## config.mk

```make
export PLATFORM = sky130hd
export DESIGN_NAME = rc5_key_sched_ctrl
export DESIGN_NICKNAME = d
export VERILOG_FILES = /design/src/rtl/rc5_key_sched_ctrl.sv
export SDC_FILE = /design/constraint.sdc
export NUM_CORES = 1
export LEC_CHECK = 0
export ABC_AREA = 1
export CAP_MARGIN = 10
export CELL_PAD_IN_SITES_DETAIL_PLACEMENT = 0
export CELL_PAD_IN_SITES_GLOBAL_PLACEMENT = 1
export CORE_MARGIN = 2
export CORE_UTILIZATION = 25
export DETAILED_ROUTE_END_ITERATION = 8
export PLACE_DENSITY_LB_ADDON = 0.1
export SETUP_SLACK_MARGIN = 0.4
export SYNTH_ARGS = -nofsm -noshare
export SYNTH_HDL_FRONTEND = slang
export SYNTH_SLANG_ARGS = --single-unit
```

## constraint.sdc

```tcl
create_clock -name clk -period 2.2 [get_ports clk]
set_clock_uncertainty 0.2 [all_clocks]
set_input_delay 0.44 -clock clk [delete_from_list [all_inputs] [get_ports clk]]
set_output_delay 0.44 -clock clk [all_outputs]
set_load 0.02 [all_outputs]
```

## src/rtl/rc5_key_sched_ctrl.sv

```systemverilog
// rc5_key_sched_ctrl: RC5 key schedule sequencer owning the S-RAM and L-RAM ports
module rc5_key_sched_ctrl #(
   parameter int W = 32,
   parameter int C = 4,
   parameter int T = 26,
   parameter logic [W-1:0] P = 32'hB7E15163,
   parameter logic [W-1:0] Q = 32'h9E3779B9,
   localparam int C_LENGTH = $clog2(C),
   localparam int T_LENGTH = $clog2(T),
   localparam int CNT_LENGTH = (C_LENGTH > T_LENGTH) ? C_LENGTH : T_LENGTH
) (
   input  logic                clk,
   input  logic                rst,
   input  logic                iStart,
   input  logic                iKey_valid,
   input  logic [W-1:0]        iKey_word,
   output logic                oKey_ready,
   output logic                oMixStart,
   input  logic                iMixDone,
   input  logic [T_LENGTH-1:0] iMix_S_addr,
   input  logic [W-1:0]        iMix_S_data,
   input  logic                iMix_S_we,
   input  logic [C_LENGTH-1:0] iMix_L_addr,
   input  logic [W-1:0]        iMix_L_data,
   input  logic                iMix_L_we,
   input  logic [T_LENGTH-1:0] iEnc_S_addr,
   output logic [T_LENGTH-1:0] oS_addr,
   output logic [W-1:0]        oS_data,
   output logic                oS_we,
   output logic [C_LENGTH-1:0] oL_addr,
   output logic [W-1:0]        oL_data,
   output logic                oL_we,
   output logic                oBusy,
   output logic                oReady
);

   typedef enum logic [2:0] {IDLE = 3'd0, LOAD_L = 3'd1, INIT_S = 3'd2, MIX = 3'd3, READY = 3'd4} state_t;

   state_t state;
   logic [CNT_LENGTH-1:0] rCnt;
   logic [W-1:0] rSval;

   // Schedule sequencing: key load, S table fill, mixer run, then hand-off to the encryptor
   always_ff @(posedge clk) begin
      if (rst) begin
         state <= IDLE;
         rCnt  <= '0;
         rSval <= P;
      end else begin
         case (state)
            IDLE: if (iStart) begin
               state <= LOAD_L;
               rCnt  <= '0;
            end
            LOAD_L: if (iKey_valid) begin
               if (rCnt == CNT_LENGTH'(C - 1)) begin
                  state <= INIT_S;
                  rCnt  <= '0;
                  rSval <= P;
               end else rCnt <= rCnt + CNT_LENGTH'(1);
            end
            INIT_S: begin
               rSval <= rSval + Q;
               if (rCnt == CNT_LENGTH'(T - 1)) begin
                  state <= MIX;
                  rCnt  <= '0;
               end else rCnt <= rCnt + CNT_LENGTH'(1);
            end
            MIX: if (iMixDone) state <= READY;
            READY: if (iStart) begin
               state <= LOAD_L;
               rCnt  <= '0;
            end
            default: begin
               state <= IDLE;
               rCnt  <= '0;
            end
         endcase
      end
   end

   // Port ownership: our own writers in LOAD_L/INIT_S, mixer pass-through in MIX, encryptor reads in READY
   always_comb begin
      oKey_ready = state == LOAD_L;
      oMixStart  = state == MIX;
      oReady     = state == READY;
      oBusy      = state == LOAD_L || state == INIT_S || state == MIX;
      oS_addr    = state == INIT_S ? rCnt[T_LENGTH-1:0] : state == MIX ? iMix_S_addr : state == READY ? iEnc_S_addr : '0;
      oS_data    = state == INIT_S ? rSval : state == MIX ? iMix_S_data : '0;
      oS_we      = state == INIT_S || (state == MIX && iMix_S_we);
      oL_addr    = state == LOAD_L ? rCnt[C_LENGTH-1:0] : state == MIX ? iMix_L_addr : '0;
      oL_data    = (state == LOAD_L && iKey_valid) ? iKey_word : state == MIX ? iMix_L_data : '0;
      oL_we      = (state == LOAD_L && iKey_valid) || (state == MIX && iMix_L_we);
   end

endmodule

```

==> results.sh, run 1 <==
export IMPL_drt_pass1_iterations=5
export IMPL_num_nets_final=981
export IMPL_synth_seq_cells=40
export IMPL_synthTopCellsByArea="dfxtp_1 (23%), nand2_1 (18%), a32o_1 (9.4%)"
export IMPL_hold_class="reg2reg"
export IMPL_num_rows=43
export IMPL_outcome="finished, violations left"
export IMPL_violations="setup timing"
export IMPL_ioPinCount=192
export IMPL_synth_xor_area_share_pct=0.501
export IMPL_clock_path_buffers=2
export IMPL_remaining_drc_errors=0
export IMPL_power_leakage_nw=3.40
export IMPL_grt_usage_pct=21.8
export IMPL_avgRoutedWirePerCell_microns=16.9
export IMPL_cts_root_buffer_cell="clkbuf_16"
export IMPL_end_kind="primary output"
export IMPL_cts_tree="yes"
export IMPL_post_route_min_period_ns=2.28
export IMPL_power_w=0.00907
export IMPL_grt_remaining_overflow=0
export IMPL_arrival_ns=1.64
export IMPL_max_clock_freq_mhz=439
export IMPL_critPathMostFrequentCell="buf_6"
export IMPL_p_per_area_nw_per_um2=1190
export IMPL_grt_pass1_vias=4844
export IMPL_fillers=1320
export IMPL_clk_pin_slew_ns=0.07
export IMPL_synth_area_mux_share_pct=0
export IMPL_htree_levels=2
export IMPL_critPathLaunch="state[2]"
export IMPL_rsz0062_at_grt="yes"
export IMPL_critPathKind="reg2out"
export IMPL_die_area_sq_um=14900
export IMPL_vias=5194
export IMPL_yosys_area_top_type="dfxtp_1"
export IMPL_setup_ws_ns=-0.0779
export IMPL_die_y_microns=122
export IMPL_synth_edf_count=0
export IMPL_hpwl_mm=12.5
export IMPL_portBuffers=191
export IMPL_drv_slew=0
export IMPL_synth_area_per_cell_sq_um=5.80
export IMPL_coreArea_sq_um=13800
export IMPL_cp_start_kind="flop"
export IMPL_timing_slew_headroom_pct=70.7
export IMPL_synth_top_cell_area_share_pct=22.9
export IMPL_synth_most_common_cell="nand2_1"
export IMPL_holdWs_ns=0.255
export IMPL_finalHoldViolations=0
export IMPL_crit_required_ns=1.56
export IMPL_synth_top_family_by_area="simple AND/OR/NAND/NOR gates"
export IMPL_regArea_sq_um=810
export IMPL_async_flop_share_pct=0
export IMPL_max_cap_violations=0
export IMPL_period_share_pct=104
export IMPL_syn_inst=603
export IMPL_synth_ff_type="dfxtp_1"
export IMPL_start_util_pct=25.4
export IMPL_netlist_area_sq_um=3500
export IMPL_areaGrowthSynthToFinish_pct=118
export IMPL_cp_slowest_stage_delay_ns=0.38
export IMPL_tightest_slew_ns=0.438
export IMPL_grt_pass1_wl_mm=25.6
export IMPL_place_congestion=0.900
export IMPL_antenna_cells=0
export IMPL_synthAdderAreaFrac_pct=1.07
export IMPL_totalWireLength_mm=17.6
export IMPL_cts_buffers_inserted=5
export IMPL_multiInputGateArea_sq_um=3000
export IMPL_ys_seq_area_share_pct=22.9
export IMPL_clkLatencyLatePin_ns=0.30
export IMPL_synth_warnings=0
export IMPL_ir_worst_vdd_mv=0.464
export IMPL_cp_slowest_cell="dfxtp_4"
export IMPL_vias_per_cell=4.98
export IMPL_drt_iter0_drc=321
export IMPL_die_w_microns=122
export IMPL_setup_viol=34
export IMPL_drive_gt1_share_pct=37.2
export IMPL_reg2reg_from="state[2]"
export IMPL_synthesis_nets=721
export IMPL_cts_sink_count=40
export IMPL_synthTopCellsByCount="nand2_1 (171), nor2_1 (84), inv_1 (64), o21ai_0 (59), nand3_1 (57)"
export IMPL_place_ws_ns=-0.453
export IMPL_worstHoldStart="rSval[28]"
export IMPL_path_max_fanout=5
export IMPL_ant_nets=0
export IMPL_grt_max_degree=20
export IMPL_synthSimpleGateAreaFrac_pct=40.7
export IMPL_synth_compound_area_share_pct=23.8
export IMPL_synth_cell_types=29
export IMPL_crit_chain="buf_12 -> nor3_4 -> buf_6 -> clkbuf_16 -> a32o_2 -> buf_6"
export IMPL_antenna_found_initial=0
sequential cells by signal, indices dropped and copies added (netlist names):
register,flops
state,3
rCnt,5
rSval,32
cells in the final DEF (no fill, tap or decap), types with 3 or more instances in the layout:
cell,instances
inv_4,3
buf_4,51
nor2_4,8
dfxtp_1,37
nand2_4,8
o21ai_1,3
nand2_2,30
clkdlybuf4s50_1,113
nand2_1,133
nand3_2,3
o21ai_0,18
nor2_1,73
a21oi_1,12
buf_12,13
o21ai_4,30
nor3_1,13
buf_6,82
buf_8,4
clkbuf_16,11
nand4_1,10
ha_1,3
a32o_2,32
nor2_2,3
a21oi_2,6
nand3_1,54
inv_1,61
buf_2,3
buf_16,5
a221o_1,5
o21ai_2,10
what timing repair did:
action,in CTS,in global routing
hold buffers,0,0
pin swaps,5,23
buffers inserted,9,24
resized for setup,469,116
endpoints found under the setup margin,117,117
endpoints found under the hold margin,0,0
gates cloned,6,7
final timing paths:
check,endpoint,slack (ns),cells past startpoint
setup / recovery,oL_data[29],-0.08,6
hold / removal,rSval[28],0.26,2
setup reg to reg,rSval[27],-0.01,12
hold reg to reg,rSval[28],0.26,2
critical path: cells and delay by family, from the launching register on:
family / cells / cell delay [ns]
AND/OR/NAND/NOR: 1 / 0.24
buffers and inverters: 4 / 0.56
AO/OA/AOI/OAI: 1 / 0.17
flip-flops: 1 / 0.38
stage by stage:
step                      setup TNS [ns]  std cells  util, %  area, sq um
after floorplan                        0        603        -         4030
after global placement            -22.87        990     46.0         6330
after detailed placement          -25.62        990     46.0         6330
after CTS                          -1.66       1013     49.8         6860
after global routing               -4.97       1044     55.2         7610
final                              -1.69       1044     55.2         7610
cells by family (layout without fill, tap and decap cells):
group | after synthesis | in the layout
DFF | 40 | 40
AOI/OAI and AO/OA | 123 | 123
adders and majority gates | 3 | 3
and+or+nand+nor | 340 | 340
xor gates and xnor gates | 2 | 2
buffers and inverters | 95 | 356
layout make-up:
cell class	instances	share of cell area, %
inverter	68	3.82
clock inverter	3	0.543
clock buffer	5	1.65
multi-input combinational	468	39.5
tap	180	2.96
timing repair buffer	280	40.9
sequential	40	10.6
report_power, final:
part | total [W] | switching [W] | internal (W) | leakage [nW]
registers | 0.00115 | 0.000208 | 0.000937 | 0.328
clock network | 0.000890 | 0.000354 | 0.000536 | 0.0841
logic | 0.00704 | 0.00368 | 0.00336 | 2.99
total | 0.00907 | 0.00424 | 0.00483 | 3.40
layer usage:
metal	wire length [microns]	part of all wire (%)	vias up	GRT usage, %
met3	1090	6.2	25	3.30
met1	7890	45	2435	29.4
met5	0	0	-	0
met4	319	1.8	0	5.10
li1	-	-	2555	-
met2	8300	47	179	36.4
Power figures use the tool's default switching activity.
==> inputs of run 2 (changes only) <==
Settings changed: MAX_ROUTING_LAYER set to met4.
==> results.sh, run 2 (synthesized netlist as in run 1, its figures left out) <==
export IMPL_outcome="finished, violations left"
export IMPL_violations="setup timing"
export IMPL_cp_start_kind="flop"
export IMPL_hold_class="reg2reg"
export IMPL_power_w=0.0103
export IMPL_totalWireLength_mm=18.5
export IMPL_die_area_sq_um=14900
export IMPL_holdWs_ns=0.291
export IMPL_antenna_found_initial=0
export IMPL_clkLatencyLatePin_ns=0.29
export IMPL_hpwl_mm=12.8
export IMPL_die_y_microns=122
export IMPL_htree_levels=2
export IMPL_arrival_ns=1.67
export IMPL_regMostFlops="rSval"
export IMPL_ir_worst_vdd_mv=0.561
export IMPL_cts_buffers_inserted=5
export IMPL_grt_max_degree=18
export IMPL_crit_chain="buf_6 -> nor3_4 -> buf_6 -> buf_6 -> clkbuf_16 -> a32o_2 -> buf_6"
export IMPL_busiest_layer="met2"
export IMPL_grt_pass1_vias=5176
export IMPL_ant_nets=0
export IMPL_tightest_slew_ns=0.392
export IMPL_areaGrowthSynthToFinish_pct=134
export IMPL_vias=5337
export IMPL_setup_ws_ns=-0.114
export IMPL_timing_slew_headroom_pct=73.8
export IMPL_place_congestion=0.919
export IMPL_met1_usage_pct=30.0
export IMPL_final_common_cell="nand2_1"
export IMPL_cts_root_buffer_cell="clkbuf_16"
export IMPL_die_w_microns=122
export IMPL_place_inst=994
export IMPL_drive_gt1_share_pct=44.3
export IMPL_critPathMostFrequentCell="buf_6"
export IMPL_use_met3_pct=3.07
export IMPL_coreArea_sq_um=13800
export IMPL_remaining_drc_errors=0
export IMPL_final_cell_mix="nand2_1 (126), clkdlybuf4s50_1 (113), buf_6 (87)"
export IMPL_fin_area_sq_um=8170
export IMPL_crit_required_ns=1.56
export IMPL_cp_slowest_cell="dfxtp_4"
export IMPL_end_kind="primary output"
export IMPL_clk_pin_slew_ns=0.07
export IMPL_period_share_pct=105
export IMPL_post_route_min_period_ns=2.31
export IMPL_clock_path_buffers=2
export IMPL_num_rows=43
export IMPL_max_clock_freq_mhz=432
export IMPL_grt_usage_pct=23.5
export IMPL_p_per_area_nw_per_um2=1260
export IMPL_portBuffers=191
export IMPL_drv_slew=0
export IMPL_placed_cell_area_sq_um=6350
export IMPL_critPathKind="reg2out"
export IMPL_ioPinCount=192
export IMPL_cts_tree="yes"
export IMPL_drt_iter0_drc=247
export IMPL_setup_viol=54
export IMPL_use_met2_pct=39.2
export IMPL_num_nets_final=997
export IMPL_avgRoutedWirePerCell_microns=17.5
export IMPL_start_util_pct=25.4
export IMPL_vias_per_cell=5.03
export IMPL_grt_remaining_overflow=0
export IMPL_top_regs="rSval x32, rCnt x5, state x3"
export IMPL_path_max_fanout=4
export IMPL_fin_cells=1060
export IMPL_drt_pass1_iterations=5
export IMPL_max_cap_violations=0
export IMPL_finalHoldViolations=0
export IMPL_grt_pass1_wl_mm=27.1
export IMPL_rsz0062_at_grt="yes"
export IMPL_antenna_cells=0
export IMPL_largest_register_ffs=32
export IMPL_cp_slowest_stage_delay_ns=0.37
export IMPL_path_buf_inv=5
export IMPL_cts_sink_count=40
export IMPL_path_delay_family="buffers and inverters"
export IMPL_power_leakage_nw=3.59
## run 2: path summary, 6_finish.rpt
path                            startpoint          end  slack (ns)  cells past startpoint
worst max-delay path              state[1]  oL_data[19]       -0.11                      7
worst min-delay path             rSval[28]    rSval[28]        0.29                      2
worst max register to register    state[1]    rSval[17]        0.01                     15
worst min register to register   rSval[28]    rSval[28]        0.29                      2
## run 2: repair_timing
item                       in CTS  in global routing
setup endpoints to repair     117                117
resized for setup             573                115
buffers inserted               21                 22
pin swaps                      48                 36
gates cloned                   12                  3
hold buffers                    0                  0
hold endpoints to repair        0                  0
## run 2: power breakdown
| group | total [W] | internal, W | switching, W |
|---|---|---|---|
| registers | 0.00118 | 0.000937 | 0.000242 |
| clock network | 0.00106 | 0.000721 | 0.000338 |
| logic | 0.00805 | 0.00395 | 0.00410 |
| total | 0.0103 | 0.00561 | 0.00468 |
## run 2: tightest hold or removal path, stage by stage, from the launching register on
cell,delay [ns]
dfxtp_1,0.33
nand2_1,0.07
nand3_2,0.06
## run 2: stage by stage
stage | setup TNS [ns] | setup WS (ns) | utilization, %
floorplan | 0 | 0.199 | -
global placement | -23.34 | -0.410 | 46.1
detailed placement | -24.82 | -0.415 | 46.1
CTS | -1.90 | -0.0823 | 54.7
global route | -6.91 | -0.147 | 59.3
finish | -3.16 | -0.114 | 59.3
## run 2: area by class of cell
type	instances	area, sq um
Tap cell	180	225
Fill cell	1284	5610
Timing Repair inverter	1	3.75
Inverter	68	288
Multi-Input combinational cell	468	3290
Timing Repair Buffer	295	3340
Clock inverter	2	60.1
Clock buffer	6	150
Sequential cell	40	810
## run 2: per-layer routing
layer  vias to the layer above  share of wire, %
li1                       2592                 -
met1                      2543                44
met2                       180                49
met3                        22               5.2
met4                         0               1.5
met5                         -                 0
